**src/rtl/lsu_mem_ctrl.sv**
```systemverilog
`default_nettype none
// ============================================================================
// Module      : lsu_mem_ctrl
// Description : Load/store responder between the EX stage and data memory.
//               Takes MemRead/MemWrite intent, runs a valid/ready request
//               and a response-wait with timeout, stalls the pipeline while
//               busy and returns tagged load data for writeback.
// Revision    : 1.0 - initial release
// ============================================================================
module lsu_mem_ctrl #(
   parameter int ADDR_W  = 32,
   parameter int DATA_W  = 32,
   parameter int TIMEOUT = 255
) (
   input  logic              clk,
   input  logic              rst_n,
   input  logic              mem_read,
   input  logic              mem_write,
   input  logic [ADDR_W-1:0] addr,
   input  logic [DATA_W-1:0] wdata,
   input  logic [4:0]        rd_in,
   output logic              stall,
   output logic              load_valid,
   output logic [DATA_W-1:0] load_data,
   output logic [4:0]        load_rd,
   output logic              store_done,
   output logic              misalign_err,
   output logic              bus_err,
   output logic              m_req_valid,
   input  logic              m_req_ready,
   output logic              m_req_we,
   output logic [ADDR_W-1:0] m_addr,
   output logic [DATA_W-1:0] m_wdata,
   input  logic              m_rsp_valid,
   input  logic [DATA_W-1:0] m_rsp_data
);

   typedef enum logic [1:0] {
      S_IDLE     = 2'd0,
      S_REQ      = 2'd1,
      S_WAIT_RSP = 2'd2,
      S_DONE     = 2'd3
   } state_t;

   localparam logic [7:0] C_TIMEOUT = 8'(TIMEOUT);

   state_t              r_state;
   state_t              w_state_nxt;
   logic [7:0]          r_cnt;
   logic [ADDR_W-1:0]   r_addr;
   logic [DATA_W-1:0]   r_wdata;
   logic [4:0]          r_rd;
   logic                r_we;
   logic                r_err;
   logic                r_misalign;
   logic [DATA_W-1:0]   r_load_data;
   logic [4:0]          r_load_rd;

   logic                w_req;
   logic                w_legal;
   logic                w_illegal;
   logic [7:0]          w_cnt_inc;
   logic                w_timeout;

   // A request is legal only if it is exactly one of load/store and word aligned;
   // asserting both strobes is treated the same as a misaligned access.
   assign w_req     = mem_read | mem_write;
   assign w_legal   = w_req & ~(mem_read & mem_write) & (addr[1:0] == 2'b00);
   assign w_illegal = w_req & ~w_legal;
   assign w_cnt_inc = r_cnt + 8'd1;
   assign w_timeout = (w_cnt_inc == C_TIMEOUT);

   // State register.
   always_ff @(posedge clk or negedge rst_n) begin
      if (!rst_n) begin
         r_state <= S_IDLE;
      end else begin
         r_state <= w_state_nxt;
      end
   end

   // Next-state logic; a response in the timeout cycle takes priority over the error.
   always_comb begin
      w_state_nxt = r_state;
      case (r_state)
         S_IDLE:     if (w_legal) w_state_nxt = S_REQ;
         S_REQ:      if (m_req_ready) w_state_nxt = r_we ? S_DONE : S_WAIT_RSP;
         S_WAIT_RSP: if (m_rsp_valid || w_timeout) w_state_nxt = S_DONE;
         S_DONE:     w_state_nxt = S_IDLE;
         default:    w_state_nxt = S_IDLE;
      endcase
   end

   // Request latch, wait counter, error flag and writeback registers.
   always_ff @(posedge clk or negedge rst_n) begin
      if (!rst_n) begin
         r_cnt       <= 8'd0;
         r_addr      <= '0;
         r_wdata     <= '0;
         r_rd        <= 5'd0;
         r_we        <= 1'b0;
         r_err       <= 1'b0;
         r_misalign  <= 1'b0;
         r_load_data <= '0;
         r_load_rd   <= 5'd0;
      end else begin
         r_misalign <= (r_state == S_IDLE) & w_illegal;
         case (r_state)
            S_IDLE: begin
               if (w_legal) begin
                  r_addr  <= addr;
                  r_wdata <= wdata;
                  r_rd    <= rd_in;
                  r_we    <= mem_write;
               end
            end
            S_REQ: begin
               r_err <= 1'b0;
               if (m_req_ready) r_cnt <= 8'd0;
            end
            S_WAIT_RSP: begin
               r_cnt <= w_cnt_inc;
               if (m_rsp_valid) begin
                  r_load_data <= m_rsp_data;
                  r_load_rd   <= r_rd;
               end else if (w_timeout) begin
                  r_err <= 1'b1;
               end
            end
            default: ;
         endcase
      end
   end

   assign stall        = ((r_state == S_IDLE) & w_legal) | (r_state == S_REQ) |
                         (r_state == S_WAIT_RSP);
   assign m_req_valid  = (r_state == S_REQ);
   assign m_req_we     = r_we;
   assign m_addr       = r_addr;
   assign m_wdata      = r_wdata;
   assign load_valid   = (r_state == S_DONE) & ~r_we & ~r_err;
   assign store_done   = (r_state == S_DONE) & r_we;
   assign bus_err      = (r_state == S_DONE) & r_err;
   assign misalign_err = r_misalign;
   assign load_data    = r_load_data;
   assign load_rd      = r_load_rd;

endmodule
`default_nettype wire

```
**config.mk**
```make
export PLATFORM = sky130hd
export DESIGN_NAME = lsu_mem_ctrl
export DESIGN_NICKNAME = d
export VERILOG_FILES = /design/src/rtl/lsu_mem_ctrl.sv
export SDC_FILE = /design/constraint.sdc
export NUM_CORES = 1
export LEC_CHECK = 0
export ABC_CLOCK_PERIOD_IN_PS = 2610
export BUFFER_PORTS_ARGS = -buffer_cell sky130_fd_sc_hd__buf_2
export CORE_ASPECT_RATIO = 0.7
export CORE_MARGIN = 1
export CORE_UTILIZATION = 30
export CTS_CLUSTER_SIZE = 40
export DETAILED_ROUTE_END_ITERATION = 6
export PLACE_DENSITY = 0.57
export SLEW_MARGIN = 20
export SYNTH_ARGS = -nofsm -noshare
export SYNTH_HDL_FRONTEND = slang
export SYNTH_SLANG_ARGS = --single-unit
```
**constraint.sdc**
```tcl
create_clock -name clk -period 2.61 [get_ports clk]
set_input_delay 0.522 -clock clk [delete_from_list [all_inputs] [get_ports clk]]
set_output_delay 0.522 -clock clk [all_outputs]
set_load 0.01 [all_outputs]
```
==> impl_results.rst <==
.. list-table::
   :header-rows: 1

   * - Metric
     - Value
   * - Largest incremental delay on the critical path
     - 0.41 ns
   * - End of the worst register-to-register path
     - r_state[1]
   * - Initial DRC Count
     - 157
   * - Port bufs
     - 214
   * - First-pass GRT wire length
     - 18,400 µm
   * - Share of total power in the clock network
     - 28.9%
   * - Total track usage
     - 14.4%
   * - Average instance area after synthesis
     - 14.7 µm²
   * - Post-route clock skew
     - 0.00676 ns
   * - Type of the worst setup path
     - register to output port
   * - Critical Path Sink
     - stall
   * - Buffer levels on the longest clock path
     - 2
   * - Beginning of the worst register-to-register path
     - r_state[1]
   * - Rel. slew slack
     - 58.3%
   * - RSZ-0062 raised after global routing
     - no
   * - Number of synthesized register bits
     - 119
   * - Sw Share
     - 30.9%
   * - Post-DR wirelength/cell
     - 14.6 µm
   * - Slew Limit Fails
     - 0
   * - Worst Reg2Reg Path Length in Cells
     - 7
   * - Worst-skew pair later-pin latency
     - 0.40 ns
   * - Worst-margin pin slew
     - 0.625 ns
   * - Die Outline Area
     - 16,600 µm²
   * - Startpoint Class
     - register
   * - Detailed placement HPWL
     - 8220 µm
   * - Maximum number of pins on one net before global-route repair
     - 52
   * - Most crowded layer after global routing
     - met2
   * - Area of the mapped netlist
     - 4830 µm²
   * - Standard-cell rows
     - 38
   * - Prevailing post-synth register cell
     - dfrtp_1
   * - Total congestion overflow after global routing
     - 0
   * - Fill cell total of the finished layout
     - 1,442
   * - Status
     - completed
   * - NetSw
     - 2.61 mW
   * - Vias
     - 3,468
   * - Die boundary height
     - 108 µm
   * - Met3 usage in global routing
     - 5.09%
   * - Core Region
     - 15,600 µm²
   * - Period utilisation layout
     - 88.9%
   * - Clock transition at the registers of the reported paths
     - 0.06 ns
   * - Number of unique standard cell types used by synthesis
     - 38
   * - Ratio of routed vias to standard cells
     - 4.53
   * - Internal power consumption
     - 5.83 mW
   * - Synth warnings
     - 0
   * - I/O pins
     - 215
   * - Origin of the worst setup path
     - r_state[0]
   * - Flop2flop setup slack
     - 0.61 ns
   * - Leading cell type in the layout, fill and taps excluded
     - buf_2
   * - Post-route design area
     - 6780 µm²
   * - Routed wire length
     - 11,200 µm
   * - Gate power share
     - 33.2%
   * - Hold buffer count at CTS
     - 0
   * - Final weighted congestion of routability-driven global placement
     - 0.802
   * - Number of hold violations in the final report
     - 0
   * - Number of buffers and inverters on the critical path
     - 2
   * - Total power divided by cell area
     - 1240 nW/µm²
   * - Total nets after synthesis
     - 443
   * - CTS Buf Count
     - 17
   * - Share of final-layout standard cells stronger than drive strength 1
     - 63.1%
   * - Count of endpoints failing setup in the final report
     - 0
   * - Routing usage on met1
     - 18.6%
   * - CTS tree
     - built
   * - Leak pwr
     - 3.35 nW
   * - Post-route setup slack
     - 0.289 ns
   * - Sort of element at the end of the critical path
     - output port
   * - Number of nets in the layout
     - 668
   * - Number of diodes
     - 0
   * - Clock Sinks
     - 119
   * - Most frequent cells in the layout
     - 213 x buf_2, 119 x dfrtp_1, 104 x mux2_2, 17 x clkbuf_16, 9 x nand2_1
   * - FMAX
     - 431 MHz
   * - Cells after synthesis
     - 329
   * - Fraction of met2 tracks used by global routing
     - 21.3%
   * - Fraction of registers with async set or reset after synthesis
     - 100%
   * - Starting density of the core
     - 31.0%
   * - Final min period
     - 2.32 ns
   * - P&R area growth vs syn
     - 40.4%
   * - H-tree Lvls
     - 4
   * - Endpoint arrival time on the critical path
     - 1.80 ns
   * - Final TNS setup
     - 0 ns
   * - Synth area leaders
     - dfrtp_1 62%, mux2_2 24%, ha_1 1.8%
   * - Maxcap violations
     - 0
   * - Number of enable flip-flop cells after synthesis
     - 0
   * - Via count of the first global-routing pass
     - 3,593
   * - Clock Root Buffer
     - clkbuf_16
   * - Count of cell instances traversed by the critical path
     - 4
   * - Critical-path maximum fanout
     - 10
   * - Worst endpoint required time
     - 2.09 ns
   * - Detailed-routing iteration count for the pre-antenna-repair pass
     - 4
   * - Width of the die
     - 154 µm
   * - Number of antenna violations at the first check in global routing
     - 0
   * - Type of the tightest min-delay check
     - input port to asynchronous set/reset pin
   * - Cell Chain, Critical Path
     - inv_1 -> ha_1 -> or3_1 -> buf_2
   * - Sequential fraction of design power
     - 37.9%
   * - Largest delay contributor family on the critical path
     - simple AND/OR/NAND/NOR gates
   * - # DRC
     - 0
   * - Total placed instance area
     - 6170 µm²
   * - Sequential cell area fraction in the yosys report
     - 61.7%
   * - Setup Slack @ Placement
     - 0.392 ns
   * - Area fraction of the dominant cell type after synthesis
     - 61.7%
   * - Number of gates given a new drive strength after cts
     - 0
   * - CP max stage cell
     - or3_1
   * - Max rail drop VDD
     - 0.000531 V
   * - Count of antenna-violating nets left after detailed routing
     - 0
   * - Post-CTS Setup Repair Bufs
     - 0
   * - Cell taking the most area after synthesis
     - dfrtp_1
-- cells by family (layout without fill, tap and decap cells) --
| logic type | Yosys count | in the layout | share of synthesized area (%) |
|---|---|---|---|
| simple gates | 46 | 46 | 5.60 |
| buf+inv | 22 | 259 | 2.31 |
| compound gates | 29 | 29 | 3.96 |
| flops | 119 | 119 | 61.7 |
| fa+ha+maj | 7 | 7 | 1.81 |
| xor+xnor | 1 | 1 | 0.181 |
| mux | 105 | 105 | 24.5 |
-- synthesized netlist by cell type (2+ instances only) --
library cell	instances
nor2b_1	7
o21ai_0	8
nand3_1	4
a21o_1	2
buf_2	11
a41oi_1	2
ha_1	7
a21oi_1	6
nand2b_1	4
a311o_1	2
inv_1	8
buf_6	2
nand2_1	9
nor3b_1	3
and2_1	4
nor2_1	3
and4b_1	2
nor3_1	4
dfrtp_1	119
mux2_2	104
-- routing by layer --
layer	vias to the layer above	routed length, µm
li1	1621	-
met1	1696	5170
met2	139	5040
met3	12	776
met4	0	178
met5	-	0
-- flip-flops by register name, summed over array words and instances (netlist names), 2 cells and up --
name       flops
load_rd        5
load_data     32
r_rd           5
r_state        2
m_wdata       32
m_addr        32
r_cnt          8
-- worst min path at each step --
stage | from | endpoint | slack, ns
floorplan | rst_n | load_data[0] | 0.23
global placement | m_wdata[19] | m_wdata[19] | 0.47
detailed placement | m_wdata[19] | m_wdata[19] | 0.49
CTS | rst_n | m_wdata[24] | 0.14
global route | rst_n | m_wdata[24] | 0.16
finish | rst_n | m_wdata[24] | 0.13
-- power groups by stage --
stage | Sequential (mW) | Clock (mW) | Combinational (mW)
CTS | 3.21 | 2.51 | 2.85
detailed placement | 3.22 | 0 | 2.85
finish | 3.20 | 2.44 | 2.80
floorplan | 3.57 | 0 | 1.24
global route | 3.33 | 2.61 | 3.06
global placement | 3.18 | 0 | 2.78
-- final cells by class --
type	instances	area [µm²]	area share, %
sequential	119	2980	43.9
clock buffer	22	464	6.84
multi-input combinational	188	1740	25.7
inverter	8	30.0	0.443
tap	200	250	3.69
timing repair buffer	220	1170	17.2
clock inverter	9	149	2.20
-- stage by stage --
stage	hold slack [ns]	total power [mW]	cells	util, %
final	0.127	8.44	766	43.5
after floorplan	0.226	4.81	329	-
after global placement	0.467	5.96	735	39.6
after global routing	0.163	9.00	766	43.5
after CTS	0.140	8.58	766	43.5
after detailed placement	0.486	6.07	735	39.6
Power figures use the tool's default switching activity.
